--- config.mk ---
export PLATFORM = sky130hd
export DESIGN_NAME = alu_ctrl_muldiv_unit
export DESIGN_NICKNAME = d
export VERILOG_FILES = /design/src/rtl/alu_ctrl_muldiv_unit.sv
export SDC_FILE = /design/constraint.sdc
export NUM_CORES = 1
export LEC_CHECK = 0
export CORE_ASPECT_RATIO = 0.7
export CORE_UTILIZATION = 63
export CTS_CLUSTER_DIAMETER = 100
export DETAILED_ROUTE_END_ITERATION = 8
export MAX_ROUTING_LAYER = met4
export PLACE_DENSITY = 0.85
export REMOVE_ABC_BUFFERS = 1
export SYNTH_ARGS = -nofsm -noshare
export SYNTH_HDL_FRONTEND = slang
export SYNTH_SLANG_ARGS = --single-unit
--- constraint.sdc ---
create_clock -name clk -period 5 [get_ports clk]
set_input_delay 1 -clock clk [delete_from_list [all_inputs] [get_ports clk]]
set_output_delay 1 -clock clk [all_outputs]
set_load 0.05 [all_outputs]
--- src/rtl/alu_ctrl_muldiv_unit.sv ---
// ALU control decoder with an iterative signed/unsigned multiply/divide engine and HI/LO registers.
// The engine computes on operand magnitudes one bit per cycle and applies result signs on write-back.
module alu_ctrl_muldiv_unit #(
   parameter int unsigned WIDTH = 32,
   localparam int unsigned CNT_W = $clog2(WIDTH + 1)
) (
   input  logic             clk,
   input  logic             rst_n,
   input  logic [3:0]       alu_op,
   input  logic [5:0]       funct,
   input  logic             op_valid,
   input  logic             flush,
   input  logic [WIDTH-1:0] src_a,
   input  logic [WIDTH-1:0] src_b,
   output logic [3:0]       alu_ctr,
   output logic [WIDTH-1:0] hilo_data,
   output logic             stall,
   output logic             md_busy,
   output logic             md_done,
   output logic [WIDTH-1:0] hi,
   output logic [WIDTH-1:0] lo
);

   typedef enum logic [1:0] {StIdle, StRun, StDone} state_e;

   state_e           state_q, state_d;
   logic [CNT_W-1:0] cnt_q, cnt_d;
   logic [WIDTH-1:0] a_q, a_d;     // multiplicand or divisor magnitude
   logic [WIDTH-1:0] acc_q, acc_d; // product high half or partial remainder
   logic [WIDTH-1:0] q_q, q_d;     // multiplier/product low half or dividend/quotient
   logic             div_q, div_d;
   logic             neg_q, neg_d;
   logic             neg_r_q, neg_r_d;
   logic             div0_q, div0_d;
   logic [WIDTH-1:0] hi_q, hi_d;
   logic [WIDTH-1:0] lo_q, lo_d;

   logic is_mfhi, is_mflo, md_op, hl_op, issue;
   logic signed_op;
   logic [WIDTH-1:0] mag_a, mag_b;
   logic [WIDTH:0]   mul_sum, div_rem, div_diff;
   logic [2*WIDTH-1:0] prod;
   logic [WIDTH-1:0] quot, rem;

   always_comb begin
      alu_ctr = 4'b0010;
      unique case (alu_op)
         4'b0000: alu_ctr = 4'b0010;
         4'b0001: alu_ctr = 4'b0110;
         4'b0010: alu_ctr = 4'b0000;
         4'b0011: alu_ctr = 4'b0001;
         4'b0100: alu_ctr = 4'b0100;
         4'b0101: alu_ctr = 4'b0111;
         4'b1101: alu_ctr = 4'b1111;
         4'b1000: alu_ctr = 4'b1000;
         4'b0111: begin
            unique case (funct)
               6'b100000, 6'b100001: alu_ctr = 4'b0010;
               6'b100010, 6'b100011: alu_ctr = 4'b0110;
               6'b100100:            alu_ctr = 4'b0000;
               6'b100101:            alu_ctr = 4'b0001;
               6'b100110:            alu_ctr = 4'b0100;
               6'b100111:            alu_ctr = 4'b0101;
               6'b101010:            alu_ctr = 4'b0111;
               6'b101011:            alu_ctr = 4'b1111;
               6'b000000, 6'b000100: alu_ctr = 4'b1000;
               6'b000010, 6'b000110: alu_ctr = 4'b1001;
               6'b000011, 6'b000111: alu_ctr = 4'b1010;
               6'b011000, 6'b011001: alu_ctr = 4'b1011;
               6'b011010, 6'b011011: alu_ctr = 4'b1100;
               default:              alu_ctr = 4'b0010;
            endcase
         end
         default: alu_ctr = 4'b0010;
      endcase
   end

   assign is_mfhi   = (alu_op == 4'b0110) && (funct == 6'b001010);
   assign is_mflo   = (alu_op == 4'b0110) && (funct == 6'b001100);
   assign md_op     = op_valid && (alu_op == 4'b0111) && (funct[5:2] == 4'b0110);
   assign hl_op     = op_valid && (is_mfhi || is_mflo);
   assign md_busy   = (state_q != StIdle);
   assign stall     = md_busy && (md_op || hl_op);
   assign issue     = md_op && !md_busy && !flush;
   assign hilo_data = is_mfhi ? hi_q : (is_mflo ? lo_q : '0);
   assign hi        = hi_q;
   assign lo        = lo_q;

   // funct[0]==0 selects the signed variant, funct[1]==1 selects divide
   assign signed_op = !funct[0];
   assign mag_a     = (signed_op && src_a[WIDTH-1]) ? -src_a : src_a;
   assign mag_b     = (signed_op && src_b[WIDTH-1]) ? -src_b : src_b;

   assign mul_sum  = {1'b0, acc_q} + (q_q[0] ? {1'b0, a_q} : '0);
   assign div_rem  = {acc_q, q_q[WIDTH-1]};
   assign div_diff = div_rem - {1'b0, a_q};

   assign prod = neg_q ? -{acc_q, q_q} : {acc_q, q_q};
   assign quot = div0_q ? '1 : (neg_q ? -q_q : q_q);
   assign rem  = neg_r_q ? -acc_q : acc_q;

   always_comb begin
      state_d = state_q;
      cnt_d   = cnt_q;
      a_d     = a_q;
      acc_d   = acc_q;
      q_d     = q_q;
      div_d   = div_q;
      neg_d   = neg_q;
      neg_r_d = neg_r_q;
      div0_d  = div0_q;
      hi_d    = hi_q;
      lo_d    = lo_q;
      md_done = 1'b0;
      unique case (state_q)
         StIdle: begin
            if (issue) begin
               state_d = StRun;
               cnt_d   = CNT_W'(WIDTH);
               div_d   = funct[1];
               a_d     = funct[1] ? mag_b : mag_a;
               q_d     = funct[1] ? mag_a : mag_b;
               acc_d   = '0;
               neg_d   = signed_op && (src_a[WIDTH-1] ^ src_b[WIDTH-1]);
               neg_r_d = signed_op && src_a[WIDTH-1];
               div0_d  = funct[1] && (src_b == '0);
            end
         end
         StRun: begin
            if (flush) begin
               state_d = StIdle;
               cnt_d   = '0;
            end else begin
               if (div_q) begin
                  // Restoring step: keep the difference unless it borrowed
                  if (!div_diff[WIDTH]) begin
                     acc_d = div_diff[WIDTH-1:0];
                     q_d   = {q_q[WIDTH-2:0], 1'b1};
                  end else begin
                     acc_d = div_rem[WIDTH-1:0];
                     q_d   = {q_q[WIDTH-2:0], 1'b0};
                  end
               end else begin
                  acc_d = mul_sum[WIDTH:1];
                  q_d   = {mul_sum[0], q_q[WIDTH-1:1]};
               end
               cnt_d = cnt_q - CNT_W'(1);
               if (cnt_q == CNT_W'(1)) state_d = StDone;
            end
         end
         StDone: begin
            state_d = StIdle;
            cnt_d   = '0;
            if (!flush) begin
               md_done = 1'b1;
               if (div_q) begin
                  hi_d = rem;
                  lo_d = quot;
               end else begin
                  hi_d = prod[2*WIDTH-1:WIDTH];
                  lo_d = prod[WIDTH-1:0];
               end
            end
         end
         default: state_d = StIdle;
      endcase
   end

   always_ff @(posedge clk or negedge rst_n) begin
      if (!rst_n) begin
         state_q <= StIdle;
         cnt_q   <= '0;
         a_q     <= '0;
         acc_q   <= '0;
         q_q     <= '0;
         div_q   <= 1'b0;
         neg_q   <= 1'b0;
         neg_r_q <= 1'b0;
         div0_q  <= 1'b0;
         hi_q    <= '0;
         lo_q    <= '0;
      end else begin
         state_q <= state_d;
         cnt_q   <= cnt_d;
         a_q     <= a_d;
         acc_q   <= acc_d;
         q_q     <= q_d;
         div_q   <= div_d;
         neg_q   <= neg_d;
         neg_r_q <= neg_r_d;
         div0_q  <= div0_d;
         hi_q    <= hi_d;
         lo_q    <= lo_d;
      end
   end

endmodule

After elaboration in Yosys (flattened, before gate mapping)
Memory sizes are Yosys's and may differ from the RTL's.
Index checks and enable logic that the tools add are counted.
- register bits: 172
- memory bits (read-only): 256
- input bits: 78
- word-level logic and storage cells: 100
- memories: 1
- memory list (name ; depth ; bits a word ; rd ports ; clocked after Yosys merged registers in ; wr ports ; RTL line ; source):
    (name not given) ; 64 ; 4 ; 1 ; 0 ; 0 ; 57 ; unique case (funct)
- add/sub/neg operators: 8
- eq/ne operators: 18
- multiplexer cells: 33
- bitwise operators: 2
- reductions and logical operators: 27
- operator list (kind ; count):
    $mux W32 ; 19
    $neg A32 Y32 ; 4
    $pmux W32 S2 ; 2
    $mux W64 ; 1
    $neg A64 Y64 ; 1
    $add A32 B32 Y33 ; 1
    $sub A33 B32 Y33 ; 1
    $logic_not A32 Y1 ; 1
    $pmux W4 S8 ; 1
    $eq A4 B3 Y1 const B ; 5
    $pmux W6 S3 ; 1
    $eq A6 B4 Y1 const B ; 2
    $logic_and A1 B1 Y1 ; 12
    $mux W6 ; 2
    $eq A4 B2 Y1 const B ; 2
    $eq A4 B4 Y1 const B ; 2
    $reduce_and A2 Y1 ; 4
    $eq A6 B1 Y1 const B ; 1
    $mux W2 ; 3
    $sub A6 B1 Y6 const B ; 1
    $eq A4 B1 Y1 const B ; 1
    $ne A2 B2 Y1 const B ; 2
    $pmux W2 S2 ; 1
    $reduce_bool A2 Y1 ; 2
    11 further kinds ; 16

Depth between registers and ports, before layout
Gate-level depths: netlist (run 1).
- depth in word-level cells: 7
- mapped depth: 14
- depth with buffers taken out: 13

Least setup slack after synthesis (run 1)
No wires, ideal clock.
- path kind: input -> output
- from: input funct[1]
- to: output stall
- arrival time: 2601 ps
- required time: 4000 ps
- path slack: 1399 ps
- stages on the path: 5
- buffers on the path: 2
- cell sequence: clkbuf_1 clkbuf_1 xor2_1 nand3_1 a21oi_1
- word-level cells in the longest chain between the ends: 6
- elaborated cells on any way between the ends: 8
- classes of those cells: 2 x eq/ne; 6 x reduce/logical
- RTL lines (element ; RTL line ; source):
    from (decl) ; 10 ; input logic [5:0] funct,
    $eq A6 B4 Y1, on equally long branches ; 78, 79 ;
    $logic_and A1 B1 Y1, on equally long branches ; 78, 79 ;
    $logic_or A1 B1 Y1 * ; 81 ; assign hl_op = op_valid && (is_mfhi || is_mflo);
    $logic_and A1 B1 Y1 * ; 81 ;
    $logic_or A1 B1 Y1 * ; 83 ; assign stall = md_busy && (md_op || hl_op);
    $logic_and A1 B1 Y1 * ; 83 ;
    to (decl) ; 17 ; output logic stall,
Mark *: on every way between the ends. The rest lies on a longest branch, timed or not.

Worst setup path in the final report (run 1)
- from: register q_q[31]
- to: register acc_q[25]
- word-level cells in the longest chain between the ends: 5
- RTL lines (element ; RTL line ; source):
    from (decl) ; 30 ; logic [WIDTH-1:0] q_q, q_d;
    from (signal assigned) ; 187 ; q_q <= q_d;
    $sub A33 B32 Y33 ; 96 ; assign div_diff = div_rem - {1'b0, a_q};
    $mux W32 ; 136 ; if (!div_diff[WIDTH]) begin
    $mux W32 ; 134 ; if (div_q) begin
    $mux W32 ; 130 ; if (flush) begin
    $pmux W32 S2 ; 115 ; unique case (state_q)
    to (signal assigned) ; 174 ; acc_q <= '0;
    to (signal assigned) ; 186 ; acc_q <= acc_d;
    to (decl) ; 29 ; logic [WIDTH-1:0] acc_q, acc_d;
No other way between the ends. The select of a mux whose other input is x is not followed.
A chain may end at the register's enable or synchronous reset.

==> flow_summary.json, run 1 <==
{
  "antenna_left": 0,
  "ys.flop_type": "dfrtp_1",
  "yosysWarningCount": 0,
  "fp-row-count": 47,
  "area_growth_pct": 18.8,
  "yosysMostFrequentCell": "nand2_1",
  "critical_path_class": "register to register",
  "synth-edff-count": 0,
  "dp.cells": 2429,
  "yosys.area.top_type": "dfrtp_1",
  "place_ws_ns": 0.763,
  "wl_per_cell_um": 23.2,
  "clk_pin_slew_ns": 0.07,
  "nets": 2284,
  "clock_latency_ns": 0.46,
  "antennaDiodeCount": 0,
  "syn_area_mm2": 0.0155,
  "async_flop_share_pct": 100,
  "power_density_mw_per_mm2": 264,
  "drc": 0,
  "fin_tns_setup_ns": 0,
  "die_y_um": 133,
  "ios": 181,
  "cts_tree": "built",
  "die_area_mm2": 0.0253,
  "instances_no_fill": 2461,
  "synth-seq-cells": 172,
  "hold_path.class": "register to register",
  "crit_required_ns": 5.31,
  "rsz0062_at_grt": "false",
  "hold_violations": 0,
  "cts_hold_buf": 0,
  "layout_worst_path_cycle_share_pct": 87.5,
  "startpoint_type": "register",
  "r2r_slack_ns": 0.63,
  "initial_utilization_pct": 64.9,
  "crit_arrival_ns": 4.68,
  "synth_common_cells": "nand2_1 (230), nor2_1 (203), a21oi_1 (194)",
  "drt_iter0_drc": 2537,
  "drive_above_1_share_pct": 7.70,
  "die_x_um": 190,
  "viasPerCell": 6.91,
  "vdd_drop_max_v": 0.000313,
  "portBuffers": 180,
  "synth-seq-area-share_pct": 27.8,
  "holdWs_ns": 0.487,
  "crit_fanout": 19,
  "grt_max_degree": 100,
  "setup_violations": 0,
  "setup_slack_ns": 0.626,
  "finalClockSkew_ns": 0.0161,
  "reg2reg_depth": 12,
  "synth_cell_types": 82,
  "min_period_ns": 4.37,
  "grt_remaining_overflow": 0,
  "grt_pass1_wl_um": 87200,
  "antenna_found_initial": 0,
  "design.core.area_mm2": 0.0239,
  "reg2reg_from": "q_q[31]",
  "yosysTopAreaCellShare_pct": 27.8,
  "place_congestion": 1.06,
  "clock_path_buffers": 2,
  "timing.rr.end": "acc_q[25]",
  "drt-total-wl_um": 57100,
  "grt_pass1_vias": 15333,
  "tightestPinTransition_ns": 1.20,
  "report.final.slew_viol_count": 0,
  "root_buffer": "clkbuf_16",
  "dr.pass1.iters": 7,
  "post_cts_buffers": 0,
  "relSlewSlack_pct": 20.1,
  "fmax_mhz": 229,
  "crit_end": "acc_q[25]",
  "avgSynthCellArea_um2": 7.65,
  "grt_usage_pct": 46.4,
  "status": "completed",
  "cts.sink_count": 172,
  "cts_resized": 0,
  "endpoint_kind": "register",
  "synth.area.top_cells": "dfrtp_1 (28%), a21oi_1 (6.3%), o21ai_0 (6.0%)",
  "cts_max_level": 4,
  "drv_cap": 0,
  "hpwlAfterDp_um": 44100,
  "vias": 17017,
  "cellLeakagePower_uw": 0.00766,
  "syn_inst": 2026,
  "startpoint": "q_q[31]",
  "cts_inserted_buffers": 17
}
==> metal layers <==
metal	track usage (%)	wire, um
met1	63.8	23000
met3	17.8	9570
met5	-	0
met2	61.4	22600
met4	16.0	2010
==> cell usage in the layout (no fill, tap or decap), drive strengths merged, types with 20 or more instances in the layout <==
cell type and n:
xnor2 86, nor3 56, a31oi 20, dfrtp 172, xor2 87, a21o 22, o21ai 201, inv 89
o31ai 30, mux2 23, nand3 24, nand2 232, nand4 20, nor4 26, clkdlybuf4s50 143, mux2i 25
a211oi 31, nand2b 23, ha 74, buf 70, a21oi 194, a22o 36, nor2 204
==> registers in the layout, summed over array words and instances, names as in the netlist <==
register  count
cnt_q         6
div_q         1
a_q          32
div0_q        1
neg_r_q       1
hi           32
q_q          32
state_q       2
lo           32
acc_q        32
neg_q         1
==> report_power, final <==
group          leakage (uW)  internal [uW]  switching, uW  total [uW]
registers           0.00212           1560            217        1770
logic               0.00525            585           1120        1710
clock network      0.000292            718            666        1380
==> kinds of logic (layout without fill, tap and decap cells) <==
logic type               Yosys count  after routing  synth area share [%]
AO/OA/AOI/OAI                    681            681                  27.6
AND/OR/NAND/NOR                  665            665                  20.0
buffers and inverters            211            328                  5.21
XOR/XNOR                         173            173                  9.92
flip-flops                       172            172                  27.8
adder cells (fa/ha/maj)           76             76                  6.23
multiplexers                      48             48                  3.28
==> critical path, cell delays in order (launching register included) <==
cell and delay [ns]:
dfrtp_1 0.64, inv_1 0.28, ha_1 0.28, fa_1 0.39, nand2b_1 0.22, a21oi_1 0.30
o21ai_1 0.29, o211ai_1 0.43, a211oi_4 0.16, xnor2_2 0.14, buf_4 0.31, mux2i_1 0.60
o21ai_0 0.17
==> how the worst min path moves through the flow <==
stage	start	to	slack (ns)	depth (start not counted)
after floorplan	a_q[14]	a_q[14]	0.45	2
after global placement	a_q[9]	a_q[9]	0.47	2
after detailed placement	a_q[19]	a_q[19]	0.48	2
after CTS	a_q[19]	a_q[19]	0.50	2
after global routing	a_q[19]	a_q[19]	0.52	2
final	a_q[19]	a_q[19]	0.49	2
==> through the flow <==
stage | power (uW) | utilization, % | area, um2
after floorplan | 2770 | - | 15000
after global placement | 3400 | 74.6 | 17800
after detailed placement | 3460 | 74.6 | 17800
after CTS | 4810 | 77.1 | 18400
after global routing | 5030 | 77.1 | 18400
final | 4870 | 77.1 | 18400
==> area by class of cell <==
class	count	area [um2]
Clock inverter	14	175
Tap cell	318	398
Timing Repair Buffer	213	2380
Clock buffer	18	429
Fill cell	1722	5460
Inverter	83	312
Sequential cell	172	4310
Multi-Input combinational cell	1643	10400
(Power assumes the default switching activity.)
==> run 2: changes to the inputs <==
--- a/config.mk
+++ b/config.mk
@@ -6,11 +6,12 @@
 export NUM_CORES = 1
 export LEC_CHECK = 0
 export CORE_ASPECT_RATIO = 0.7
-export CORE_UTILIZATION = 63
+export CORE_MARGIN = 2
+export CORE_UTILIZATION = 45
 export CTS_CLUSTER_DIAMETER = 100
 export DETAILED_ROUTE_END_ITERATION = 8
 export MAX_ROUTING_LAYER = met4
-export PLACE_DENSITY = 0.85
+export PLACE_DENSITY = 0.63
 export REMOVE_ABC_BUFFERS = 1
 export SYNTH_ARGS = -nofsm -noshare
 export SYNTH_HDL_FRONTEND = slang
==> flow_summary.json, run 2 (synthesis gave the netlist of run 1 again) <==
{
  "crit_required_ns": 4.00,
  "startpoint_type": "primary input",
  "die_y_um": 159,
  "p_sw_uw": 2030,
  "hpwlAfterDp_um": 46600,
  "portBuffers": 180,
  "hold_depth": 2,
  "hold_path.class": "register to register",
  "area_growth_pct": 18.1,
  "antenna_left": 0,
  "crit_arrival_ns": 3.38,
  "report.final.slew_viol_count": 0,
  "dr.pass1.iters": 5,
  "nFillCells": 3249,
  "cts_tree": "built",
  "nets": 2296,
  "fmax_mhz": 228,
  "layout_common_cells": "nand2_1 (230), nor2_1 (203), a21oi_1 (193)",
  "antenna_found_initial": 3,
  "hold_start": "a_q[26]",
  "finalClockSkew_ns": 0.0148,
  "cts_hold_buf": 0,
  "critical_path_class": "primary input to output port",
  "place_congestion": 1.05,
  "holdPathEnd": "a_q[26]",
  "grt_pass1_vias": 14479,
  "wl_per_cell_um": 22.7,
  "initial_utilization_pct": 46.0,
  "drt_iter0_drc": 1757,
  "die_x_um": 226,
  "cts.sink_count": 172,
  "root_buffer": "clkbuf_16",
  "regArea_mm2": 0.00431,
  "multi_input_area_mm2": 0.0104,
  "drc": 0,
  "clock_latency_ns": 0.47,
  "clockPowerShare_pct": 28.6,
  "crit_fanout": 11,
  "ios": 181,
  "p_int_uw": 2820,
  "seq_power_share_pct": 36.0,
  "endpoint_kind": "output port",
  "relSlewSlack_pct": 24.7,
  "reg2reg_from": "q_q[0]",
  "hold_violations": 0,
  "tightestPinTransition_ns": 1.13,
  "post_cts_buffers": 0,
  "total_power_uw": 4850,
  "cts_inserted_buffers": 17,
  "clock_path_buffers": 2,
  "viasPerCell": 6.08,
  "grt_max_degree": 89,
  "fin_util_pct": 54.3,
  "cts_resized": 0,
  "holdWs_ns": 0.489,
  "clk_pin_slew_ns": 0.08,
  "timing.rr.end": "acc_q[29]",
  "power_density_mw_per_mm2": 265,
  "reg2reg_depth": 12,
  "grt_pass1_wl_um": 90000,
  "drt-total-wl_um": 59500,
  "rsz0062_at_grt": "false",
  "p_sw_share_pct": 41.8,
  "design.core.area_mm2": 0.0337,
  "vdd_drop_max_v": 0.000155,
  "grt_remaining_overflow": 0,
  "drv_cap": 0,
  "min_period_ns": 4.38,
  "die_area_mm2": 0.0360,
  "final_common_cell": "nand2_1",
  "status": "completed",
  "fp-row-count": 56,
  "cts_max_level": 4,
  "setup_violations": 0,
  "drive_above_1_share_pct": 8.31,
  "p_comb_share_pct": 35.4,
  "fin_tns_setup_ns": 0,
  "cellLeakagePower_uw": 0.00764,
  "vias": 15939,
  "layout_worst_path_cycle_share_pct": 87.6,
  "grt_usage_pct": 33.9,
  "r2r_slack_ns": 0.84
}
-- run 2: worst max path at each step --
stage,from,end,depth (start not counted),slack (ns)
6_report,funct[0],alu_ctr[0],9,0.62
3_5_place_dp,src_a[8],q_q[29],10,0.58
2_1_floorplan,funct[1],hilo_data[0],3,0.11
3_3_place_gp,funct[0],alu_ctr[0],9,0.57
4_1_cts,funct[0],alu_ctr[0],9,0.65
5_1_grt,alu_op[1],stall,8,0.43
-- run 2: power groups by stage --
| stage | sequential [uW] | combinational (uW) | clock (uW) |
|---|---|---|---|
| 6_report | 1750 | 1720 | 1390 |
| 3_5_place_dp | 1770 | 1700 | 0 |
| 4_1_cts | 1740 | 1700 | 1400 |
| 2_1_floorplan | 2170 | 596 | 0 |
| 5_1_grt | 1770 | 1830 | 1460 |
| 3_3_place_gp | 1770 | 1690 | 0 |
-- run 2: area by class of cell --
class / count / area share, %
multi-input combinational: 1643 / 56.9
timing repair buffer: 225 / 11.4
antenna: 2 / 0.0273
inverter: 83 / 1.70
sequential: 172 / 23.5
tap: 464 / 3.17
clock inverter: 15 / 0.943
clock buffer: 17 / 2.32
-- run 2: metal layers --
metal | up-vias | part of all wire [%] | global-route usage, %
li1 | 7538 | - | -
met1 | 7588 | 47 | 49.7
met2 | 745 | 39 | 43.9
met3 | 68 | 12 | 12.3
met4 | 0 | 1.9 | 6.68
met5 | - | 0 | -
-- run 2: critical path: stages --
cell and delay, ns:
clkdlybuf4s50_1 0.61, nor2_1 0.28, a21oi_1 0.10, nor3_1 0.18
a21oi_1 0.06, a21oi_1 0.15, mux2i_1 0.08, nor2b_1 0.11
clkdlybuf4s50_1 0.80
-- run 2: per-stage QoR --
stage / setup WS [ns] / instances / cell area, um2
global route: 0.427 / 2621 / 18300
CTS: 0.652 / 2619 / 18300
global placement: 0.570 / 2587 / 17700
floorplan: 0.107 / 1898 / 15000
finish: 0.621 / 2621 / 18300
detailed placement: 0.580 / 2587 / 17700
